[config.mk]
export PLATFORM = sky130hd
export DESIGN_NAME = silife_spi_tx
export DESIGN_NICKNAME = d
export VERILOG_FILES = /design/src/rtl/silife_spi_tx.sv
export SDC_FILE = /design/constraint.sdc
export NUM_CORES = 1
export LEC_CHECK = 0
export CAP_MARGIN = 20
export CORE_AREA = 2 2 63 76
export CTS_CLUSTER_DIAMETER = 120
export DETAILED_ROUTE_END_ITERATION = 7
export DIE_AREA = 0 0 65 78
export GPL_ROUTABILITY_DRIVEN = 0
export PLACE_DENSITY = 0.81
export SETUP_SLACK_MARGIN = 0.05
export SKIP_LAST_GASP = 1
export SLEW_MARGIN = 20
export SYNTH_ARGS = -nofsm -noshare
export SYNTH_HDL_FRONTEND = slang
export SYNTH_SLANG_ARGS = --single-unit
[constraint.sdc]
create_clock -name clk -period 2.2 [get_ports clk]
set_input_delay 0.22 -clock clk [delete_from_list [all_inputs] [get_ports clk]]
set_output_delay 0.22 -clock clk [all_outputs]
set_load 0.02 [all_outputs]
[src/rtl/silife_spi_tx.sv]
// silife_spi_tx: buffered MAX7219 frame transmitter (SPI mode 0, MSB first).
// Frames carry CHAIN words under one CS-low window. SCK half-period is CLK_DIV clocks.
// Build option SILIFE_SPI_TX_FIFO_EN selects the word buffer:
//   defined:   FIFO_DEPTH-entry FIFO, o_ready = not full
//   undefined: single holding register, o_ready = register empty
module silife_spi_tx #(
    parameter int unsigned CHAIN      = 4,
    parameter int unsigned CLK_DIV    = 2,
    parameter int unsigned FIFO_DEPTH = 4
) (
    input  logic        clk,
    input  logic        reset,
    input  logic [15:0] i_word,
    input  logic        i_valid,
    output logic        o_ready,
    output logic        o_cs,
    output logic        o_sck,
    output logic        o_mosi,
    output logic        o_busy,
    output logic        o_frame_done
);

    localparam int unsigned WORD_W = 16;
    localparam int unsigned DIV_W  = $clog2(2 * CLK_DIV);
    localparam int unsigned WC_W   = (CHAIN > 1) ? $clog2(CHAIN) : 1;
    localparam logic [DIV_W-1:0] HALF_LAST = DIV_W'(CLK_DIV - 1);
    localparam logic [DIV_W-1:0] GAP_LAST  = DIV_W'(2 * CLK_DIV - 1);
    localparam logic [WC_W-1:0]  WORD_LAST = WC_W'(CHAIN - 1);

    // Reject illegal configurations at elaboration
    if (CHAIN < 1 || CLK_DIV < 1 || FIFO_DEPTH < 2 ||
        (FIFO_DEPTH & (FIFO_DEPTH - 1)) != 0) begin : g_bad_param
        $error("silife_spi_tx: illegal parameter value");
    end

    typedef enum logic [2:0] {
        S_IDLE,
        S_SHIFT,
        S_WAIT,
        S_HOLD,
        S_GAP
    } state_t;

    logic              push;
    logic              pop;
    logic              buf_avail;
    logic [WORD_W-1:0] buf_head;

    assign push = i_valid & o_ready;

`ifdef SILIFE_SPI_TX_FIFO_EN
    localparam int unsigned AW    = $clog2(FIFO_DEPTH);
    localparam int unsigned CNT_W = AW + 1;

    logic [WORD_W-1:0] mem [FIFO_DEPTH];
    logic [AW-1:0]     wr_ptr;
    logic [AW-1:0]     rd_ptr;
    logic [CNT_W-1:0]  count;

    assign o_ready   = (count != CNT_W'(FIFO_DEPTH));
    assign buf_avail = (count != '0);
    assign buf_head  = mem[rd_ptr];

    // FIFO storage, written on accepted words
    always_ff @(posedge clk) begin
        if (push) begin
            mem[wr_ptr] <= i_word;
        end
    end

    // FIFO pointers and occupancy
    always_ff @(posedge clk or posedge reset) begin
        if (reset) begin
            wr_ptr <= '0;
            rd_ptr <= '0;
            count  <= '0;
        end else begin
            if (push) begin
                wr_ptr <= wr_ptr + AW'(1);
            end
            if (pop) begin
                rd_ptr <= rd_ptr + AW'(1);
            end
            case ({push, pop})
                2'b10:   count <= count + CNT_W'(1);
                2'b01:   count <= count - CNT_W'(1);
                default: count <= count;
            endcase
        end
    end
`else
    logic              hold_valid;
    logic [WORD_W-1:0] hold_data;

    assign o_ready   = ~hold_valid;
    assign buf_avail = hold_valid;
    assign buf_head  = hold_data;

    // Single pending-word register; push and pop never coincide
    always_ff @(posedge clk or posedge reset) begin
        if (reset) begin
            hold_valid <= 1'b0;
            hold_data  <= '0;
        end else if (push) begin
            hold_valid <= 1'b1;
            hold_data  <= i_word;
        end else if (pop) begin
            hold_valid <= 1'b0;
        end
    end
`endif

    state_t            state, state_nxt;
    logic [DIV_W-1:0]  div_cnt, div_nxt;
    logic [3:0]        bit_cnt, bit_nxt;
    logic [WC_W-1:0]   word_cnt, word_nxt;
    logic [WORD_W-1:0] shreg, shreg_nxt;
    logic              cs_nxt, sck_nxt, mosi_nxt, busy_nxt, done_nxt;
    logic              load;

    // State register
    always_ff @(posedge clk or posedge reset) begin
        if (reset) begin
            state <= S_IDLE;
        end else begin
            state <= state_nxt;
        end
    end

    // Next-state, datapath and pin values
    always_comb begin
        state_nxt = state;
        div_nxt   = div_cnt;
        bit_nxt   = bit_cnt;
        word_nxt  = word_cnt;
        shreg_nxt = shreg;
        cs_nxt    = o_cs;
        sck_nxt   = o_sck;
        mosi_nxt  = o_mosi;
        busy_nxt  = o_busy;
        done_nxt  = 1'b0;
        load      = 1'b0;

        case (state)
            S_IDLE: begin
                if (buf_avail) begin
                    load      = 1'b1;
                    cs_nxt    = 1'b0;
                    busy_nxt  = 1'b1;
                    state_nxt = S_SHIFT;
                end
            end
            S_SHIFT: begin
                if (div_cnt != HALF_LAST) begin
                    div_nxt = div_cnt + DIV_W'(1);
                end else begin
                    div_nxt = '0;
                    if (!o_sck) begin
                        sck_nxt = 1'b1;
                    end else begin
                        sck_nxt = 1'b0;
                        if (bit_cnt != 4'd0) begin
                            bit_nxt  = bit_cnt - 4'd1;
                            mosi_nxt = shreg[bit_cnt - 4'd1];
                        end else if (word_cnt == WORD_LAST) begin
                            word_nxt  = '0;
                            state_nxt = S_HOLD;
                        end else begin
                            word_nxt = word_cnt + WC_W'(1);
                            if (buf_avail) begin
                                load = 1'b1;
                            end else begin
                                state_nxt = S_WAIT;
                            end
                        end
                    end
                end
            end
            S_WAIT: begin
                if (buf_avail) begin
                    load      = 1'b1;
                    state_nxt = S_SHIFT;
                end
            end
            S_HOLD: begin
                if (div_cnt != HALF_LAST) begin
                    div_nxt = div_cnt + DIV_W'(1);
                end else begin
                    div_nxt   = '0;
                    cs_nxt    = 1'b1;
                    done_nxt  = 1'b1;
                    state_nxt = S_GAP;
                end
            end
            S_GAP: begin
                if (div_cnt != GAP_LAST) begin
                    div_nxt = div_cnt + DIV_W'(1);
                end else begin
                    div_nxt   = '0;
                    busy_nxt  = 1'b0;
                    state_nxt = S_IDLE;
                end
            end
            default: begin
                state_nxt = S_IDLE;
            end
        endcase

        // Start a new word: low phase of bit 15 begins
        if (load) begin
            shreg_nxt = buf_head;
            mosi_nxt  = buf_head[WORD_W-1];
            bit_nxt   = 4'd15;
            div_nxt   = '0;
            sck_nxt   = 1'b0;
        end
        pop = load;
    end

    // Datapath and output registers
    always_ff @(posedge clk or posedge reset) begin
        if (reset) begin
            div_cnt      <= '0;
            bit_cnt      <= '0;
            word_cnt     <= '0;
            shreg        <= '0;
            o_cs         <= 1'b1;
            o_sck        <= 1'b0;
            o_mosi       <= 1'b0;
            o_busy       <= 1'b0;
            o_frame_done <= 1'b0;
        end else begin
            div_cnt      <= div_nxt;
            bit_cnt      <= bit_nxt;
            word_cnt     <= word_nxt;
            shreg        <= shreg_nxt;
            o_cs         <= cs_nxt;
            o_sck        <= sck_nxt;
            o_mosi       <= mosi_nxt;
            o_busy       <= busy_nxt;
            o_frame_done <= done_nxt;
        end
    end

endmodule
==> results of run 1 <==
[sequential cells by signal, indices dropped and copies added (netlist names), 2 cells and up]
signal	cells
bit_cnt	4
state	3
shreg	16
word_cnt	2
div_cnt	2
buf_head	16
[cell type report]
class	count	area (um^2)
Fill cell	343	1490
Clock inverter	1	30.0
Tap cell	56	70.1
Clock buffer	7	86.3
Sequential cell	49	1230
Multi-Input combinational cell	119	1020
Inverter	10	37.5
Timing Repair Buffer	32	300
[routing by layer]
metal	global-route usage (%)	routed length, um	vias up
met1	24.5	1820	756
met3	4.78	154	7
li1	-	-	723
met4	5.74	50	0
met5	0	0	-
met2	30.9	2080	30
[placed cells by master (no fill, tap or decap), types with 2 or more instances in the layout]
master / Yosys / layout
mux2_2: 31 / 31
clkdlybuf4s50_1: 0 / 24
and4bb_2: 2 / 2
nor3b_1: 2 / 2
xnor2_1: 2 / 2
a31oi_1: 2 / 2
dfrtp_1: 48 / 48
a21oi_1: 2 / 2
nor2_1: 7 / 7
ha_1: 6 / 6
nand2b_1: 2 / 2
clkbuf_8: 0 / 6
a22oi_1: 3 / 3
nor2b_1: 3 / 3
nand2_1: 12 / 12
o21ai_0: 11 / 11
nor3_1: 3 / 3
mux4_1: 2 / 2
buf_4: 3 / 8
mux2i_1: 7 / 7
inv_1: 10 / 9
a21o_1: 2 / 2
nand3_1: 2 / 2
[kinds of logic (layout without fill, tap and decap cells)]
group                      Yosys count  in the layout
muxes                               41             41
xor gates and xnor gates             3              3
DFF                                 49             49
and+or+nand+nor                     38             38
adders and majority gates            6              6
AOI/OAI and AO/OA                   31             31
buffers and inverters               19             50
[path summary, 6_finish.rpt]
kind | start | endpoint | slack (ns) | cells past startpoint
max in group asynchronous | reset | buf_head[13] | 1.30 | 3
setup / recovery | bit_cnt[0] | o_mosi | 0.14 | 6
setup reg to reg | bit_cnt[0] | o_mosi | 0.14 | 6
hold / removal | reset | buf_avail | 0.27 | 2
min in group clk | buf_head[11] | shreg[11] | 0.51 | 1
hold reg to reg | buf_head[11] | shreg[11] | 0.51 | 1
[synth_stat cells (all sizes together), types with 2 or more instances]
library cell,count
a21o,2
a21oi,2
a22oi,3
a31oi,3
and4bb,2
buf,7
clkbuf,2
dfrtp,48
ha,6
inv,10
mux2,31
mux2i,7
mux4,3
nand2,12
nand2b,2
nand3,2
nor2,7
nor2b,3
nor3,3
nor3b,2
o21ai,11
xnor2,2
[power breakdown]
group          internal (mW)  total (mW)  switching, mW
Combinational          0.580       0.963          0.384
Sequential              1.25        1.46          0.216
Clock                  0.370       0.650          0.279
Total                   2.20        3.08          0.879
==> impl_metrics.env, run 1 <==
export IMPL_outcome="complete, no violations"
export IMPL_yosys_area_share_xor_xnor_pct=1.12
export IMPL_wl_mm=4.10
export IMPL_post_cts_setup_buffer_count=0
export IMPL_fmax_mhz=486
export IMPL_clk_pin_slew_ns=0.08
export IMPL_antenna_left=0
export IMPL_syn_avg_cell_area_um2=12.5
export IMPL_async_flop_share_pct=100
export IMPL_grt_use_total_pct=18.9
export IMPL_num_antenna_cells=0
export IMPL_cts_htree_levels=2
export IMPL_cts_root_buffer="clkbuf_8"
export IMPL_crit_family="multiplexers"
export IMPL_core_mm2=0.00426
export IMPL_crit_chain="inv_1 > ha_1 > mux4_1 > mux2i_1 > o32ai_1 > or3_1"
export IMPL_initialDrtViolationCount=121
export IMPL_synthTopCellsByArea="dfrtp_1, mux2_2, ha_1"
export IMPL_synth_edf_count=0
export IMPL_yosysUniqueCellTypes=42
export IMPL_synth_top_family_by_area="multiplexers"
export IMPL_hold_violations=0
export IMPL_cts_hold_buf=0
export IMPL_final_cells=274
export IMPL_drc_errors=0
export IMPL_vias=1516
export IMPL_die_x_um=65
export IMPL_rsz0062_at_grt="no"
export IMPL_setup_ws_ns=0.142
export IMPL_numCtsBuffers=5
export IMPL_synth_top_cell_area_share_pct=51.3
export IMPL_relSlewSlack_pct=64.3
export IMPL_fin_worst_skew_ns=0.00552
export IMPL_viasPerCell=5.53
export IMPL_grt_max_degree=26
export IMPL_final_cell_area_mm2=0.00278
export IMPL_utilization_pct=65.1
export IMPL_avgRoutedWirePerCell_um=15.0
export IMPL_dieArea_mm2=0.00507
export IMPL_crit_arrival_ns=2.24
export IMPL_synth_adder_area_share_pct=3.21
export IMPL_worstHoldPathType="input port to asynchronous set/reset pin"
export IMPL_syn_cell_area_mm2=0.00234
export IMPL_fin_tns_setup_ns=0
export IMPL_grt_pass1_wl_mm=7.29
export IMPL_path_class="register to register"
export IMPL_start_kind="register"
export IMPL_grt_overflow=0
export IMPL_cp_max_fo=7
export IMPL_fin_crit_sh_pct=93.5
export IMPL_slew_viol_final=0
export IMPL_fin_crit_ns=2.06
export IMPL_power_mw=3.08
export IMPL_drv_cap=0
export IMPL_ctsResizeCount=0
export IMPL_finalSetupViolCount=0
export IMPL_peakVddDrop_uv=563
export IMPL_worst_path_buf_inv=1
export IMPL_dpl_worst_slack_ns=0.164
export IMPL_layout_nets=242
export IMPL_yosys_most_used_dff="dfrtp_1"
export IMPL_worst_pin_slew_ns=0.534
export IMPL_port_buffers=24
export IMPL_yosysSeqAreaShare_pct=52.5
export IMPL_grt_pass1_vias=1542
export IMPL_die_height_um=78
export IMPL_worst_path_max_delay_cell="ha_1"
export IMPL_crit_required_ns=2.38
export IMPL_clk_path_buf_depth=2
export IMPL_cp_slowest_stage_delay_ns=0.49
export IMPL_synth_net_count=212
export IMPL_place_inst=266
export IMPL_start_util_pct=54.9
export IMPL_placed_area_mm2=0.00266
export IMPL_leakagePower_nw=1.28
export IMPL_dp_hpwl_mm=2.98
export IMPL_yosys_area_share_simple_pct=8.77
export IMPL_power_per_cell_area_mw_per_mm2=1110
export IMPL_synthCells=187
export IMPL_clkLatencyLatePin_ns=0.30
export IMPL_ys_warn_count=0
export IMPL_drive_above_1_share_pct=25.7
export IMPL_first_pass_iters=5
export IMPL_cts_tree="done"
export IMPL_num_io_pins=25
export IMPL_synth_mux_area_share_pct=21.1
export IMPL_antenna_found_initial=0
export IMPL_worst_hold_slack_ns=0.274
export IMPL_netlist_top_cell_by_area="dfrtp_1"
export IMPL_cts_sinks=49
export IMPL_ys_ff_latch=49
export IMPL_crit_path_end_kind="register"
export IMPL_area_growth_pct=18.7
export IMPL_rows=26
export IMPL_synth_compound_area_share_pct=9.57
No activity file was read; power rests on OpenSTA's default activity.
==> run 2, diff against run 1 <==
--- a/config.mk
+++ b/config.mk
@@ -11,6 +11,7 @@
 export DETAILED_ROUTE_END_ITERATION = 7
 export DIE_AREA = 0 0 65 78
 export GPL_ROUTABILITY_DRIVEN = 0
+export GPL_TIMING_DRIVEN = 0
 export PLACE_DENSITY = 0.81
 export SETUP_SLACK_MARGIN = 0.05
 export SKIP_LAST_GASP = 1
==> constraint.sdc (replaced) <==
create_clock -name clk -period 2.2 [get_ports clk]
set_input_delay 0.33 -clock clk [delete_from_list [all_inputs] [get_ports clk]]
set_output_delay 0.33 -clock clk [all_outputs]
set_load 0.02 [all_outputs]
==> impl_metrics.env, run 2 (synthesized netlist as in run 1, its figures left out) <==
export IMPL_core_mm2=0.00426
export IMPL_area_growth_pct=19.1
export IMPL_hold_violations=0
export IMPL_start_kind="register"
export IMPL_wl_mm=3.89
export IMPL_power_mw=3.08
export IMPL_slew_viol_final=0
export IMPL_dp_hpwl_mm=2.83
export IMPL_worst_pin_slew_ns=0.384
export IMPL_crit_chain="inv_1 > ha_1 > buf_2 > mux4_1 > mux2i_1 > o32ai_1 > or3_1"
export IMPL_num_antenna_cells=0
export IMPL_cts_tree="done"
export IMPL_drc_errors=0
export IMPL_clk_path_buf_depth=2
export IMPL_clk_pin_slew_ns=0.09
export IMPL_port_buffers=24
export IMPL_crit_arrival_ns=2.20
export IMPL_rsz0062_at_grt="no"
export IMPL_worstHoldPathType="input port to asynchronous set/reset pin"
export IMPL_path_class="register to register"
export IMPL_dieArea_mm2=0.00507
export IMPL_relSlewSlack_pct=74.2
export IMPL_num_io_pins=25
export IMPL_avgRoutedWirePerCell_um=14.1
export IMPL_cp_slowest_stage_delay_ns=0.41
export IMPL_layout_commonest_cell="dfrtp_1"
export IMPL_grt_pass1_wl_mm=6.80
export IMPL_die_height_um=78
export IMPL_final_cell_mix="dfrtp_1, mux2_2, clkdlybuf4s50_1, nand2_1, o21ai_0"
export IMPL_fin_tns_setup_ns=0
export IMPL_leakagePower_nw=1.28
export IMPL_first_pass_iters=4
export IMPL_antenna_left=0
export IMPL_worst_path_max_delay_cell="dfrtp_2"
export IMPL_layout_nets=244
export IMPL_cts_root_buffer="clkbuf_8"
export IMPL_crit_required_ns=2.39
export IMPL_placed_area_mm2=0.00267
export IMPL_grt_max_degree=35
export IMPL_antenna_found_initial=0
export IMPL_viasPerCell=5.47
export IMPL_fmax_mhz=497
export IMPL_cts_htree_levels=2
export IMPL_start_util_pct=54.9
export IMPL_crit_path_end_kind="register"
export IMPL_numCtsBuffers=5
export IMPL_post_cts_setup_buffer_count=0
export IMPL_power_per_cell_area_mw_per_mm2=1100
export IMPL_fin_crit_ns=2.01
export IMPL_worst_hold_slack_ns=0.300
export IMPL_grt_overflow=0
export IMPL_grt_pass1_vias=1481
export IMPL_cts_sinks=49
export IMPL_drv_cap=0
export IMPL_outcome="complete, no violations"
export IMPL_drive_above_1_share_pct=25.9
export IMPL_initialDrtViolationCount=74
export IMPL_cp_max_fo=7
export IMPL_grt_use_total_pct=17.7
export IMPL_fin_crit_sh_pct=91.5
export IMPL_peakVddDrop_uv=633
export IMPL_die_x_um=65
export IMPL_rows=26
export IMPL_final_cell_area_mm2=0.00279
export IMPL_fin_worst_skew_ns=0.0108
export IMPL_finalSetupViolCount=0
export IMPL_vias=1509
export IMPL_clkLatencyLatePin_ns=0.30
## run 2: cell count changes in the layout (fill, tap and decap cells not counted)
cell,previous run,this run
dfrtp_2,0,1
clkbuf_1,1,3
buf_4,8,3
dfrtp_1,48,47
buf_12,0,1
buf_2,0,4
## run 2: final timing paths
kind / from / to / slack, ns / cells past startpoint
min in group clk: shreg[2] / shreg[2] / 0.50 / 1
setup / recovery: bit_cnt[0] / o_mosi / 0.19 / 7
hold reg to reg: shreg[2] / shreg[2] / 0.50 / 1
max in group asynchronous: reset / bit_cnt[0] / 1.41 / 3
hold / removal: reset / buf_avail / 0.30 / 2
setup reg to reg: bit_cnt[0] / o_mosi / 0.19 / 7
## run 2: where the power goes
group	internal, mW	switching (mW)
Clock	0.371	0.288
Combinational	0.582	0.385
Sequential	1.25	0.203
Total	2.20	0.876
## run 2: what timing repair did
| action | in CTS | in global routing |
|---|---|---|
| gates resized for setup | 0 | 1 |
| hold buffers | 0 | 0 |
| setup endpoints to repair | 0 | 1 |
## run 2: per-layer routing
| layer | GRT usage [%] | share of wire, % | vias to the layer above |
|---|---|---|---|
| li1 | - | - | 736 |
| met1 | 22.0 | 45 | 735 |
| met2 | 28.9 | 50 | 31 |
| met3 | 4.78 | 3.2 | 7 |
| met4 | 7.66 | 1.8 | 0 |
| met5 | 0 | 0 | - |
## run 2: worst max-delay path: cells and delay by family (launching register included)
kind,cells,cell delay [ns]
AO/OA/AOI/OAI,1,0.09
adder cells (fa/ha/maj),1,0.29
buffers and inverters,2,0.32
flip-flops,1,0.41
multiplexers,2,0.48
AND/OR/NAND/NOR,1,0.30
## run 2: final cells by class
class	instances	area, um^2
Inverter	10	37.5
Tap cell	56	70.1
Multi-Input combinational cell	119	1020
Clock inverter	1	30.0
Sequential cell	49	1230
Timing Repair Buffer	25	260
Fill cell	320	1470
Buffer	9	50.0
Clock buffer	7	86.3
## run 2: per-stage QoR
stage / util [%] / std cells / worst slack (ns)
after global routing: 65.4 / 276 / 0.0545
after floorplan: - / 187 / 0.357
after detailed placement: 62.7 / 268 / 0.127
after global placement: 62.2 / 267 / -0.241
final: 65.4 / 276 / 0.187
after CTS: 65.4 / 276 / 0.115
==> run 3, diff against run 2 <==
--- a/config.mk
+++ b/config.mk
@@ -6,13 +6,13 @@
 export NUM_CORES = 1
 export LEC_CHECK = 0
 export CAP_MARGIN = 20
-export CORE_AREA = 2 2 63 76
+export CORE_AREA = 2 2 73 89
 export CTS_CLUSTER_DIAMETER = 120
 export DETAILED_ROUTE_END_ITERATION = 7
-export DIE_AREA = 0 0 65 78
+export DIE_AREA = 0 0 75 91
 export GPL_ROUTABILITY_DRIVEN = 0
 export GPL_TIMING_DRIVEN = 0
-export PLACE_DENSITY = 0.81
+export PLACE_DENSITY = 0.63
 export SETUP_SLACK_MARGIN = 0.05
 export SKIP_LAST_GASP = 1
 export SLEW_MARGIN = 20
==> impl_metrics.env, run 3 (synthesized netlist as in run 1, its figures left out) <==
export IMPL_power_mw=3.18
export IMPL_drv_cap=0
export IMPL_rsz0062_at_grt="no"
export IMPL_nFillCells=547
export IMPL_grt_use_total_pct=12.8
export IMPL_initialDrtViolationCount=53
export IMPL_first_pass_iters=4
export IMPL_start_util_pct=39.4
export IMPL_layout_nets=245
export IMPL_drc_errors=0
export IMPL_layout_commonest_cell="dfrtp_1"
export IMPL_final_cell_area_mm2=0.00284
export IMPL_avgRoutedWirePerCell_um=12.9
export IMPL_met2_length_mm=1.98
export IMPL_worstHoldPathType="input port to asynchronous set/reset pin"
export IMPL_path_class="register to register"
export IMPL_area_growth_pct=21.6
export IMPL_seqCellArea_mm2=0.00123
export IMPL_dpl_worst_slack_ns=0.136
export IMPL_crit_arrival_ns=2.14
export IMPL_cp_max_fo=7
export IMPL_clk_path_buf_depth=2
export IMPL_cts_sinks=49
export IMPL_die_height_um=91
export IMPL_dr_max_layer_used="met4"
export IMPL_drive_above_1_share_pct=26.2
export IMPL_fin_crit_sh_pct=89.0
export IMPL_crit_path_end_kind="register"
export IMPL_rows=31
export IMPL_worst_hold_slack_ns=0.361
export IMPL_place_inst=294
export IMPL_fin_tns_setup_ns=0
export IMPL_fin_worst_skew_ns=0.00631
export IMPL_clk_pin_slew_ns=0.09
export IMPL_start_kind="register"
export IMPL_num_io_pins=25
export IMPL_port_buffers=24
export IMPL_wl_mm=3.92
export IMPL_fin_crit_ns=1.96
export IMPL_leakagePower_nw=1.29
export IMPL_dieArea_mm2=0.00683
export IMPL_peakVddDrop_uv=670
export IMPL_finalSetupViolCount=0
export IMPL_outcome="complete, no violations"
export IMPL_final_cells=303
export IMPL_antenna_left=0
export IMPL_utilization_pct=47.9
export IMPL_viasPerCell=4.97
export IMPL_cts_htree_levels=2
export IMPL_hold_violations=0
export IMPL_grt_overflow=0
export IMPL_multi_input_area_mm2=0.00102
export IMPL_num_antenna_cells=0
export IMPL_core_mm2=0.00593
export IMPL_grt_pass1_vias=1498
export IMPL_worst_pin_slew_ns=0.488
export IMPL_fmax_mhz=511
export IMPL_final_cell_mix="dfrtp_1, mux2_2, clkdlybuf4s50_1, nand2_1, o21ai_0"
export IMPL_crit_required_ns=2.38
export IMPL_cts_tree="done"
export IMPL_power_per_cell_area_mw_per_mm2=1120
export IMPL_slew_viol_final=0
export IMPL_met3_length_um=96
export IMPL_relSlewSlack_pct=67.4
export IMPL_die_x_um=75
export IMPL_numCtsBuffers=5
export IMPL_placed_area_mm2=0.00270
export IMPL_clkLatencyLatePin_ns=0.30
export IMPL_wirelength_met1_mm=1.79
export IMPL_setup_ws_ns=0.242
export IMPL_antenna_found_initial=0
export IMPL_vias=1506
export IMPL_cts_hold_buf=0
export IMPL_dp_hpwl_mm=2.88
export IMPL_grt_pass1_wl_mm=6.85
export IMPL_grt_max_degree=29
export IMPL_cts_root_buffer="clkbuf_8"
[run 3: cell types whose count changed in the layout (fill, tap and decap cells not counted), sizes merged]
cell    delta
clkinv     +1
buf        +1
bufinv     +1
clkbuf     -2
[run 3: critical path, stage by stage, from the launching register on]
cell and delay, ns:
dfrtp_1 0.38, inv_1 0.11, ha_1 0.29, buf_2 0.20, mux4_1 0.31, mux2i_1 0.15, o32ai_1 0.10, or3_1 0.31
[run 3: final cells by class]
cell class	count	share of cell area [%]
Multi-Input combinational cell	119	36.0
Tap cell	82	3.61
Clock buffer	5	2.42
Timing Repair Buffer	26	9.41
Inverter	10	1.32
Buffer	9	1.76
Sequential cell	49	43.2
Clock inverter	3	2.29
[run 3: routing by layer]
metal	vias to the layer above	track usage, %
met5	-	0
met4	0	3.87
met3	7	3.33
met2	21	21.3
met1	743	15.9
li1	735	-
[run 3: repair_timing]
item | CTS | global route
setup buffers | 0 | 1
endpoints found under the setup margin | 0 | 1
gates resized for setup | 0 | 0
[run 3: path summary, 6_finish.rpt]
check	startpoint	to	slack [ns]	cells after the start
worst max-delay path	bit_cnt[0]	o_mosi	0.24	7
worst min-delay path	reset	buf_avail	0.36	2
worst max register to register	bit_cnt[0]	o_mosi	0.24	7
worst min register to register	shreg[3]	shreg[3]	0.50	1
max in group asynchronous	reset	shreg[13]	1.33	3
min in group clk	shreg[3]	shreg[3]	0.50	1
[run 3: power by group]
| part | internal, mW | switching, mW | leakage (nW) |
|---|---|---|---|
| clock | 0.452 | 0.304 | 0.0681 |
| sequential | 1.24 | 0.195 | 0.588 |
| combinational | 0.593 | 0.387 | 0.639 |
